<file path="src/rtl/word_tokenizer_pkg.sv">
// word_tokenizer_pkg: character constants, delimiter classifier and tokenizer state type
package forth_pkg;
    localparam int DATA_WIDTH = 8;
    localparam logic [DATA_WIDTH-1:0] CH_SPACE = 8'h20;
    localparam logic [DATA_WIDTH-1:0] CH_TAB = 8'h09;
    localparam logic [DATA_WIDTH-1:0] CH_LF = 8'h0A;
    localparam logic [DATA_WIDTH-1:0] CH_CR = 8'h0D;
    typedef enum logic [1:0] {IDLE, COLLECT, DISCARD, EMIT} tok_state_t;
    function automatic logic is_delim(input logic [DATA_WIDTH-1:0] c);
        return c == CH_SPACE || c == CH_TAB || c == CH_LF || c == CH_CR;
    endfunction
endpackage

</file>
<file path="src/rtl/word_tokenizer_if.sv">
// word_tokenizer_if: character stream in, assembled word out; slave is the tokenizer side
interface word_tokenizer_if #(parameter int WIDTH = 32);
    logic [forth_pkg::DATA_WIDTH-1:0] ch;
    logic ch_valid;
    logic ch_ready;
    logic [forth_pkg::DATA_WIDTH-1:0] word [WIDTH];
    logic [$clog2(WIDTH)-1:0] len;
    logic word_valid;
    logic word_ready;
    logic trunc;
    logic eol;
    modport slave (input ch, ch_valid, word_ready, output ch_ready, word, len, word_valid, trunc, eol);
    modport master (output ch, ch_valid, word_ready, input ch_ready, word, len, word_valid, trunc, eol);
endinterface

</file>
<file path="src/rtl/word_tokenizer.sv">
// word_tokenizer: splits a character stream into whitespace-delimited words.
// Define WORD_TOKENIZER_UPCASE_EN to fold 'a'..'z' to upper case when stored.
module word_tokenizer import forth_pkg::*; #(
    parameter int WIDTH = 32
) (
    input logic clk,
    input logic rst_n,
    word_tokenizer_if.slave bus
);
    localparam int LW = $clog2(WIDTH);
    localparam logic [1:0] S_IDLE = IDLE;
    localparam logic [1:0] S_COLLECT = COLLECT;
    localparam logic [1:0] S_DISCARD = DISCARD;
    localparam logic [1:0] S_EMIT = EMIT;

    logic [1:0] state;
    logic acc, delim, eol_ch;
    logic [DATA_WIDTH-1:0] ch_in;

    assign acc = bus.ch_valid && bus.ch_ready;
    assign delim = is_delim(bus.ch);
    assign eol_ch = bus.ch == CH_LF || bus.ch == CH_CR;
`ifdef WORD_TOKENIZER_UPCASE_EN
    assign ch_in = (bus.ch >= "a" && bus.ch <= "z") ? bus.ch - 8'h20 : bus.ch;
`else
    assign ch_in = bus.ch;
`endif
    assign bus.ch_ready = state != S_EMIT;
    assign bus.word_valid = state == S_EMIT;

    always_ff @(posedge clk or negedge rst_n) begin
        if (!rst_n) begin
            state <= S_IDLE;
            for (int i = 0; i < WIDTH; i++) bus.word[i] <= '0;
            bus.len <= '0;
            bus.trunc <= 1'b0;
            bus.eol <= 1'b0;
        end else begin
            case (state)
                S_IDLE: if (acc && !delim) begin
                    bus.word[0] <= ch_in;
                    bus.len <= LW'(1);
                    state <= S_COLLECT;
                end
                S_COLLECT, S_DISCARD: if (acc) begin
                    if (delim) begin
                        state <= S_EMIT;
                        bus.eol <= eol_ch;
                    end else if (state == S_COLLECT && bus.len < LW'(WIDTH - 1)) begin
                        bus.word[bus.len] <= ch_in;
                        bus.len <= bus.len + 1'b1;
                    end else begin
                        bus.trunc <= 1'b1;
                        state <= S_DISCARD;
                    end
                end
                default: if (bus.word_ready) begin
                    // buffer is cleared on handoff so unused entries always read zero
                    for (int i = 0; i < WIDTH; i++) bus.word[i] <= '0;
                    bus.len <= '0;
                    bus.trunc <= 1'b0;
                    bus.eol <= 1'b0;
                    state <= S_IDLE;
                end
            endcase
        end
    end
endmodule

</file>
<file path="src/flat_wrapper.sv">
// flat-port wrapper written by rule: the top's interface ports become plain ports
module word_tokenizer_flat import forth_pkg::*;
#(
    parameter int WIDTH = 32
)
  (clk, rst_n, bus_ch, bus_ch_valid, bus_word_ready, bus_ch_ready, bus_word, bus_len, bus_word_valid, bus_trunc, bus_eol);
  word_tokenizer_if #(.WIDTH(WIDTH)) bus_i ();
  input logic clk;
  input logic rst_n;
  input wire logic [$bits(bus_i.ch)-1:0] bus_ch;
  input wire logic [$bits(bus_i.ch_valid)-1:0] bus_ch_valid;
  input wire logic [$bits(bus_i.word_ready)-1:0] bus_word_ready;
  output wire logic [$bits(bus_i.ch_ready)-1:0] bus_ch_ready;
  output wire logic [$bits(bus_i.word)-1:0] bus_word;
  output wire logic [$bits(bus_i.len)-1:0] bus_len;
  output wire logic [$bits(bus_i.word_valid)-1:0] bus_word_valid;
  output wire logic [$bits(bus_i.trunc)-1:0] bus_trunc;
  output wire logic [$bits(bus_i.eol)-1:0] bus_eol;
  assign bus_i.ch = bus_ch;
  assign bus_i.ch_valid = bus_ch_valid;
  assign bus_i.word_ready = bus_word_ready;
  assign bus_ch_ready = bus_i.ch_ready;
  assign bus_word = {>>{bus_i.word}};
  assign bus_len = bus_i.len;
  assign bus_word_valid = bus_i.word_valid;
  assign bus_trunc = bus_i.trunc;
  assign bus_eol = bus_i.eol;
  word_tokenizer #(.WIDTH(WIDTH)) u_core (.clk(clk), .rst_n(rst_n), .bus(bus_i));
endmodule
</file>
<file path="config.mk">
export PLATFORM = sky130hd
export DESIGN_NAME = word_tokenizer_flat
export DESIGN_NICKNAME = d
export VERILOG_FILES = /design/src/rtl/word_tokenizer_pkg.sv /design/src/rtl/word_tokenizer_if.sv /design/src/rtl/word_tokenizer.sv /design/src/flat_wrapper.sv
export SDC_FILE = /design/constraint.sdc
export NUM_CORES = 1
export LEC_CHECK = 0
export CAP_MARGIN = 20
export CORE_AREA = 2 2 180 182
export CTS_CLUSTER_SIZE = 16
export DETAILED_ROUTE_END_ITERATION = 12
export DIE_AREA = 0 0 182 184
export PLACE_DENSITY_LB_ADDON = 0.1
export SYNTH_ARGS = -nofsm -noshare
export SYNTH_HDL_FRONTEND = slang
export SYNTH_SLANG_ARGS = --single-unit
</file>
<file path="constraint.sdc">
create_clock -name clk -period 2.5 [get_ports clk]
set_input_delay 0.375 -clock clk [delete_from_list [all_inputs] [get_ports clk]]
set_output_delay 0.375 -clock clk [all_outputs]
set_load 0.03 [all_outputs]
</file>
# ---- After elaboration in Yosys (flattened, before gate mapping)
# Cells that the tools add are included.
# W data, S select, Z words.
dict set report word_totals {
  latch_bits 0
  regBits 265
  output_inout_bits 265
  mem_bits_rw 0
  rom_bits 0
  word_cells 105
  in_bits 12
  n_memories 0
}
dict set report op_classes {
  addsub 1
  div 0
  bitwise_logic 2
  muxes 30
  order_cmp 3
  n_mul 0
  n_shift 0
  n_eq_ne 15
  reduce_logical 18
}
# cell count
set op_table {}
lappend op_table {{$mux W256} 4}
lappend op_table {{$pmux W248 S2} 1}
lappend op_table {{$bwmux W256} 1}
lappend op_table {{$demux W8 S5} 1}
lappend op_table {{$mux W5} 5}
lappend op_table {{$eq A8 B4 Y1 const B} 3}
lappend op_table {{$mux W8} 2}
lappend op_table {{$pmux W8 S2} 1}
lappend op_table {{$reduce_and A5 Y1} 3}
lappend op_table {{$mux W2} 5}
lappend op_table {{$pmux W5 S2} 1}
lappend op_table {{$eq A8 B6 Y1 const B} 1}
lappend op_table {{$ne A2 B1 Y1 const B} 4}
lappend op_table {{$reduce_and A4 Y1} 2}
lappend op_table {{$ge A6 B6 Y1 const B} 1}
lappend op_table {{$lt A6 B1 Y1 const B} 1}
lappend op_table {{$mux W1} 6}
lappend op_table {{$ne A2 B2 Y1 const B} 3}
lappend op_table {{$not A5 Y6} 1}
lappend op_table {{$add A5 B1 Y5 const B} 1}
lappend op_table {{$lt A5 B5 Y1 const B} 1}
lappend op_table {{$eq A2 B2 Y1 const B} 2}
lappend op_table {{$logic_and A1 B1 Y1} 4}
lappend op_table {{$logic_or A1 B1 Y1} 4}
lappend op_table {{other kinds (10)} 11}

# ---- Logic depth before layout (Yosys ltp)
# Gate-level depths: netlist of the first run.
dict set report depth {
  ltp_word 10
  depth_mapped 10
  mapped_depth_nobuf 7
}

# ---- Worst setup path before layout of the first run
# OpenSTA, ideal clock, no wires.
dict set report synth_timing {
  path_kind {register -> register}
  startpoint {register u_core.state[0]}
  endpoint {register u_core.bus.word[133]}
  slack_ps -52
  required_ps 2368
  period_less_slack_ps 2552
  setup_ps 132
  path_buffers 2
  path_stages_with_launch 8
  arrival_time_ps 2420
  cell_sequence {dfrtp_1 ha_1 nor4bb_1 o211ai_1 clkbuf_1 nor4_1 clkbuf_1 o21ai_1}
}
dict set report synth_between {
  elab_chain_cells 4
  word_cells_on_any_way 14
  classes_between {eq/ne: 6; mux: 1; bitwise: 1; reduce/logical: 6}
}
# element line_no
set synth_rtl {}
lappend synth_rtl {{start, declared} word_tokenizer.sv:16} ;# logic [1:0] state;
lappend synth_rtl {{start signal, assigned} word_tokenizer.sv:33} ;# state <= S_IDLE;
lappend synth_rtl {{start signal, assigned} word_tokenizer.sv:43} ;# state <= S_COLLECT;
lappend synth_rtl {{start signal, assigned} word_tokenizer.sv:47} ;# state <= S_EMIT;
lappend synth_rtl {{$eq A2 B2 Y1, or another cell as far along} word_tokenizer.sv:39} ;# case (state)
lappend synth_rtl {{$reduce_or A2 Y1, or another cell as far along} word_tokenizer.sv:39}
lappend synth_rtl {{$ne A2 B1 Y1 (no source line), or another cell as far along} --}
lappend synth_rtl {{$reduce_and A5 Y1 (no source line)} --}
lappend synth_rtl {{end signal, assigned by index} word_tokenizer.sv:50} ;# bus.word[bus.len] <= ch_in;
lappend synth_rtl {{end, declared} word_tokenizer_if.sv:12} ;# modport slave (input ch, ch_valid, word_ready, output ch_ready, word, len, word_valid, trunc, eol);
# Parallel ways exist; a longest one is shown, timed or not.
# A chain may end at the register's enable or synchronous reset.

# ---- Worst setup path in the final report of the first run
dict set report layout_timing {
  startpoint {register u_core.bus.len[3]}
  endpoint {output port bus_len[3]}
}
# element line_no
set layout_lines {}
lappend layout_lines {{start, declared} word_tokenizer_if.sv:12}
lappend layout_lines {{start signal, assigned} word_tokenizer.sv:51} ;# bus.len <= bus.len + 1'b1;
lappend layout_lines {{end, declared} flat_wrapper.sv:15} ;# output wire logic [$bits(bus_i.len)-1:0] bus_len;
# No word-level cell between the ends.

==> results.yml, run 1 <==
detailed_routing:
  firstDrtPassIters: 5
  wl_per_cell_um: 18.3
  viasPerCell: 4.87
  postRouteWirelength_um: 36500
  drt-initial-drc-count: 630
  drc: 0
  wl_met1_um: 16500
  wl_met2_um: 16900
  vias: 9711
  ant_nets: 0
  route.met3.wl_um: 2480
  highest_layer: "met5"
placed_design:
  dpl.hpwl_um: 23200
  gp_congestion: 0.865
  dp_slack_ns: -0.385
  dp_cells: 1931
  port_buffers: 276
layout:
  final_common_cell: "nand2_1"
  area.growth.synth_to_final_pct: 44.9
  regArea_sq_mm: 0.00663
  nFillCells: 2898
  most-common-layout-cells: "nand2_1, clkdlybuf4s50_1, dfrtp_1"
  fin_nets: 1587
  fin_cells: 1996
  drive_gt1_share_pct: 11.9
  multiInputGateArea_sq_mm: 0.00440
  final_core_util_pct: 51.6
yosys:
  synthTopCellsByArea: "dfrtp_1, nand2_1, o21ai_0"
  ys_types: 41
  netlist_instances: 1276
  ys_ff_latch: 265
  synth_edf_count: 0
  yosys.area.top_type: "dfrtp_1"
  synth_area_per_cell_sq_um: 8.77
  synth_area_sq_mm: 0.0112
  syn_nets: 1296
  yosysSeqAreaShare_pct: 59.3
  synthArstFlopShare_pct: 100
  synth_ff_type: "dfrtp_1"
  yosys.area.top_type_share_pct: 59.3
  yosysWarningCount: 0
outcome:
  status: "finished, final reports clean"
die:
  pin_count: 277
  die_h_um: 184
  coreArea_sq_mm: 0.0314
  core.rowCount: 65
  die-area_sq_mm: 0.0335
  initial_core_util_pct: 35.6
  die_w_um: 182
global_route:
  grt_overflow: 0
  grt_start_max_net_pins: 122
  grt.total_usage_pct: 21.8
  grt_pass1_vias: 9654
  grt_pass1_wl_um: 57600
  antenna_found_initial: 4
setup_path:
  critPathSlowestCell: "clkdlybuf4s50_1"
  end_kind: "output pin"
  r2r_slack_ns: 0.16
  crit_path_end: "bus_len[3]"
  critPathArrivalTime_ns: 2.00
  worstReg2RegStart: "u_core.state[1]"
  reg2reg_depth: 9
  critPathMaxStageDelay_ns: 0.71
  reg2reg_to: "u_core.bus.word[252]"
  worstPathMaxFanout: 11
  path_cells: "buf_4 -> clkdlybuf4s50_1"
  required_ns: 2.12
  cp-start-kind: "flip-flop"
  worstSetupStartpoint: "u_core.bus.len[3]"
  crit_type: "flip-flop to output pin"
worst_hold_path:
  min_path_cells: 4
  hold_class: "primary input to flip-flop"
pwr:
  clkPwrFrac_pct: 36.4
  p_int_mw: 8.48
  switching_share_pct: 33.1
  seqPwrFrac_pct: 37.1
  peakVddDrop_uv: 708
  power.switching_mw: 4.19
  total_power_mw: 12.7
  comb_power_share_pct: 26.5
  p_leak_nw: 6.68
  powerDensity_mw_per_mm2: 782
clock_tree:
  clkLatencyLatePin_ns: 0.56
  cts.sinks: 265
  cts-root-buf: "clkbuf_16"
  numCtsBuffers: 30
  clk_pin_slew_worst_paths_ns: 0.06
  cts_max_level: 1
  clock_path_buffers: 3
  cts_tree: "built"
timing:
  fmax_mhz: 421
  rsz0062_at_grt: "false"
  finalSetupTns_ns: 0
  skew_ns: 0.0156
  layout_setup_ws_ns: 0.127
  max_slew_margin_pct: 52.9
  finalHoldViolCount: 0
  finalCritPeriodShare_pct: 94.9
  fin_crit_ns: 2.37
  slew_viol_final: 0
  finalSetupViolCount: 0
  worst-slew-pin-transition_ns: 0.701
flow_run:
  drv_cap: 0
==> critical path, delay by kind of cell, from the launching register on <==
kind                   cells  cell delay, ns
buffers and inverters      2            0.92
DFF                        1            0.54
==> what timing repair did <==
action	CTS	global route
buffers inserted	0	3
endpoints found under the setup margin	35	46
gates cloned	0	2
gates resized for setup	6	9
hold endpoints to repair	48	0
hold buffers	1	0
pin swaps	0	3
==> power by group through the flow <==
stage	sequential [mW]	clock [mW]	combinational [mW]
after detailed placement	4.78	0	3.31
final	4.71	4.61	3.35
after global placement	4.78	0	3.29
after floorplan	5.17	0	1.42
after global routing	4.74	4.88	3.61
after CTS	4.71	4.71	3.34
==> logic make-up (layout without fill, tap and decap cells) <==
family                     count (synthesis)  after routing  synth area share [%]
AOI/OAI and AO/OA                        282            282                  13.4
adders and majority gates                  8              8                 0.895
buffers and inverters                    114            429                  3.91
DFF                                      265            265                  59.3
muxes                                      2              2                 0.201
other                                      0              3                     0
and+or+nand+nor                          605            605                  22.3
==> Yosys cell counts, types with 2 or more instances <==
cell        n
o21ai_0   202
nor2_1      7
inv_1       5
nand2_1   512
nand3_1    21
nor4_1     28
or2_2       2
dfrtp_1   265
o21ai_1    55
ha_1        8
clkbuf_1   84
buf_1      17
o211ai_1    2
a21oi_1     6
a22o_1      8
nand3b_1    2
nor2b_1    10
buf_2       8
and2_1      2
nor4_2      3
nand2b_1    3
nand4_1     5
nor4bb_1    2
or2_1       2
==> worst min path at each step <==
| stage | slack (ns) | endpoint | from |
|---|---|---|---|
| floorplan | 0.08 | u_core.bus.eol | rst_n |
| global placement | 0.33 | u_core.bus.word[201] | rst_n |
| detailed placement | 0.33 | u_core.bus.word[201] | rst_n |
| CTS | 0.28 | u_core.bus.word[165] | bus_ch[5] |
| global route | 0.31 | u_core.bus.word[165] | bus_ch[5] |
| finish | 0.31 | u_core.bus.word[165] | bus_ch[5] |
==> through the flow <==
step | cell area (sq um) | hold WS [ns]
2_1_floorplan | 11200 | 0.0794
3_3_place_gp | 15000 | 0.328
3_5_place_dp | 15000 | 0.326
4_1_cts | 16100 | 0.285
5_1_grt | 16200 | 0.314
6_report | 16200 | 0.308
==> cell type report <==
cell class,instances,share of cell area [%]
tap,402,3.10
clock buffer,48,5.92
inverter,5,0.116
multi-input combinational,897,27.1
clock inverter,8,0.587
antenna,3,0.0463
sequential,265,40.9
timing repair buffer,368,22.2
==> flip-flops by register name (all words and copies together) (netlist names) <==
signal and flops:
u_core.bus.eol 1, u_core.bus.len 5, u_core.bus.trunc 1, u_core.bus.word 256, u_core.state 2
==> per-layer routing <==
layer | GRT usage [%] | vias to the layer above
li1 | - | 4788
met1 | 30.0 | 4604
met2 | 34.8 | 270
met3 | 5.45 | 47
met4 | 5.03 | 2
met5 | 0 | -
Power figures use the tool's default switching activity.
==> run 2: changes to the inputs <==
Settings changed: GPL_ROUTABILITY_DRIVEN set to 0.
Clock period 2.5 ns to 2.52 ns, I/O delays scaled along.
==> run 2 against run 1 <==
Wire length decreased by 0.45%. Design area decreased by 1.8%. Non-clock buffer count decreased by 12. Die area unchanged. Final cell count decreased by 0.70%. First-iteration DRC count increased by 21%. Register-to-register slack improved by 0.04 ns. Clock skew decreased by 0.0075 ns.
==> results.yml, run 2 (synthesis gave the netlist of run 1 again) <==
global_route:
  grt.total_usage_pct: 21.5
  antenna_found_initial: 0
  grt_pass1_wl_um: 56200
  grt_start_max_net_pins: 69
  grt_pass1_vias: 9325
  grt_overflow: 0
layout:
  area.growth.synth_to_final_pct: 42.2
  antenna_cells: 0
  nFillCells: 2920
  final_common_cell: "nand2_1"
  final_core_util_pct: 50.7
  largest_register_ff_count: 256
  design_area_sq_mm: 0.0159
  drive_gt1_share_pct: 11.3
  multiInputGateArea_sq_mm: 0.00435
  regArea_sq_mm: 0.00663
  fin_nets: 1576
  largest-register: "u_core.bus.word"
  largestRegisters: "u_core.bus.word: 256 flops, u_core.bus.len: 5 flops, u_core.state: 2 flops"
  most-common-layout-cells: "nand2_1, clkdlybuf4s50_1, dfrtp_1"
die:
  die-area_sq_mm: 0.0335
  initial_core_util_pct: 35.6
  pin_count: 277
  coreArea_sq_mm: 0.0314
  core.rowCount: 65
  die_w_um: 182
  die_h_um: 184
setup_path:
  r2r_slack_ns: 0.20
  critPathArrivalTime_ns: 2.03
  end_kind: "output pin"
  cp-start-kind: "flip-flop"
  worstReg2RegStart: "u_core.state[1]"
  worstSetupStartpoint: "u_core.state[0]"
  required_ns: 2.14
  crit_type: "flip-flop to output pin"
  reg2reg_depth: 8
  reg2reg_to: "u_core.bus.word[254]"
  crit_path_end: "bus_word_valid"
  worstPathMaxFanout: 5
pwr:
  p_int_mw: 7.96
  power.switching_mw: 4.12
  seqPwrFrac_pct: 38.6
  peakVddDrop_uv: 689
  clkPwrFrac_pct: 35.0
  powerDensity_mw_per_mm2: 760
  comb_power_share_pct: 26.4
  p_leak_nw: 6.58
  switching_share_pct: 34.1
timing:
  finalSetupTns_ns: 0
  fin_crit_ns: 2.41
  finalCritPeriodShare_pct: 95.7
  layout_setup_ws_ns: 0.109
  fin_hold_ws_ns: 0.300
  rsz0062_at_grt: "false"
  finalHoldViolCount: 0
  worst-slew-pin-transition_ns: 0.727
  skew_ns: 0.00812
  max_slew_margin_pct: 51.5
  fmax_mhz: 415
  slew_viol_final: 0
  finalSetupViolCount: 0
clock_tree:
  post-cts-setup-buffers: 0
  clk_pin_slew_worst_paths_ns: 0.06
  cts_tree: "built"
  cts.sinks: 265
  cts_max_level: 1
  numCtsBuffers: 31
  clkLatencyLatePin_ns: 0.55
  cts-root-buf: "clkbuf_16"
  clock_path_buffers: 3
detailed_routing:
  vias: 9599
  drc: 0
  ant_nets: 0
  drt-initial-drc-count: 764
  wl_per_cell_um: 18.3
  postRouteWirelength_um: 36300
  viasPerCell: 4.84
  firstDrtPassIters: 5
worst_hold_path:
  hold_class: "primary input to flip-flop"
  min_path_cells: 4
placed_design:
  post_dp_cell_area_sq_mm: 0.0149
  port_buffers: 276
  dp_slack_ns: -0.0607
  dpl.hpwl_um: 23100
flow_run:
  drv_cap: 0
outcome:
  status: "finished, final reports clean"
run 2: cell types whose count changed in the layout (fill, tap and decap cells not counted), moves of 2 or more:
| cell | previous run | this run |
|---|---|---|
| nor4_2 | 23 | 30 |
| buf_6 | 2 | 0 |
| diode_2 | 3 | 0 |
| nor4_4 | 8 | 1 |
| clkinv_2 | 4 | 10 |
| buf_4 | 75 | 69 |
| buf_12 | 13 | 9 |
| bufinv_16 | 2 | 0 |
| clkbuf_8 | 12 | 6 |
run 2: worst min path at each step:
stage,start,to,slack (ns)
floorplan,rst_n,u_core.bus.eol,0.08
global placement,rst_n,u_core.bus.word[209],0.37
detailed placement,rst_n,u_core.bus.word[211],0.37
CTS,bus_ch[3],u_core.bus.word[243],0.28
global route,bus_ch[3],u_core.bus.word[27],0.30
finish,bus_ch[3],u_core.bus.word[243],0.30
run 2: stage by stage:
stage               cells  total power, mW
floorplan            1276             6.54
global placement     1923             7.88
detailed placement   1923             7.89
CTS                  1981             12.2
global route         1982             12.7
finish               1982             12.1
run 2: timing repair:
action | 4_1_cts | 5_1_grt
hold buffers | 1 | 0
endpoints found under the hold margin | 57 | 0
gates resized for setup | 1 | 8
setup endpoints to repair | 1 | 243
cloned | 0 | 1
run 2: routing by layer:
layer | wire [um] | up-vias | global-route usage (%)
met5 | 0 | - | 0
met4 | 728 | 0 | 5.42
met3 | 2290 | 46 | 4.28
met2 | 16600 | 280 | 33.7
met1 | 16700 | 4516 | 30.6
li1 | - | 4757 | -
run 2: cell type report:
class	instances	area share, %
Multi-Input combinational cell	897	27.3
Clock inverter	14	0.519
Sequential cell	265	41.7
Tap cell	402	3.16
Inverter	5	0.118
Clock buffer	43	5.54
Timing Repair Buffer	356	21.6
run 2: power by group through the flow:
stage               sequential, mW  clock (mW)  combinational, mW
floorplan                     5.13           0               1.41
global placement              4.75           0               3.14
detailed placement            4.74           0               3.15
CTS                           4.67        4.34               3.16
global route                  4.70        4.53               3.45
finish                        4.67        4.23               3.19
run 2: worst max-delay path: stages (launching register included):
cell and delay (ns):
dfrtp_1 0.42, ha_1 0.32, clkdlybuf4s50_1 0.74
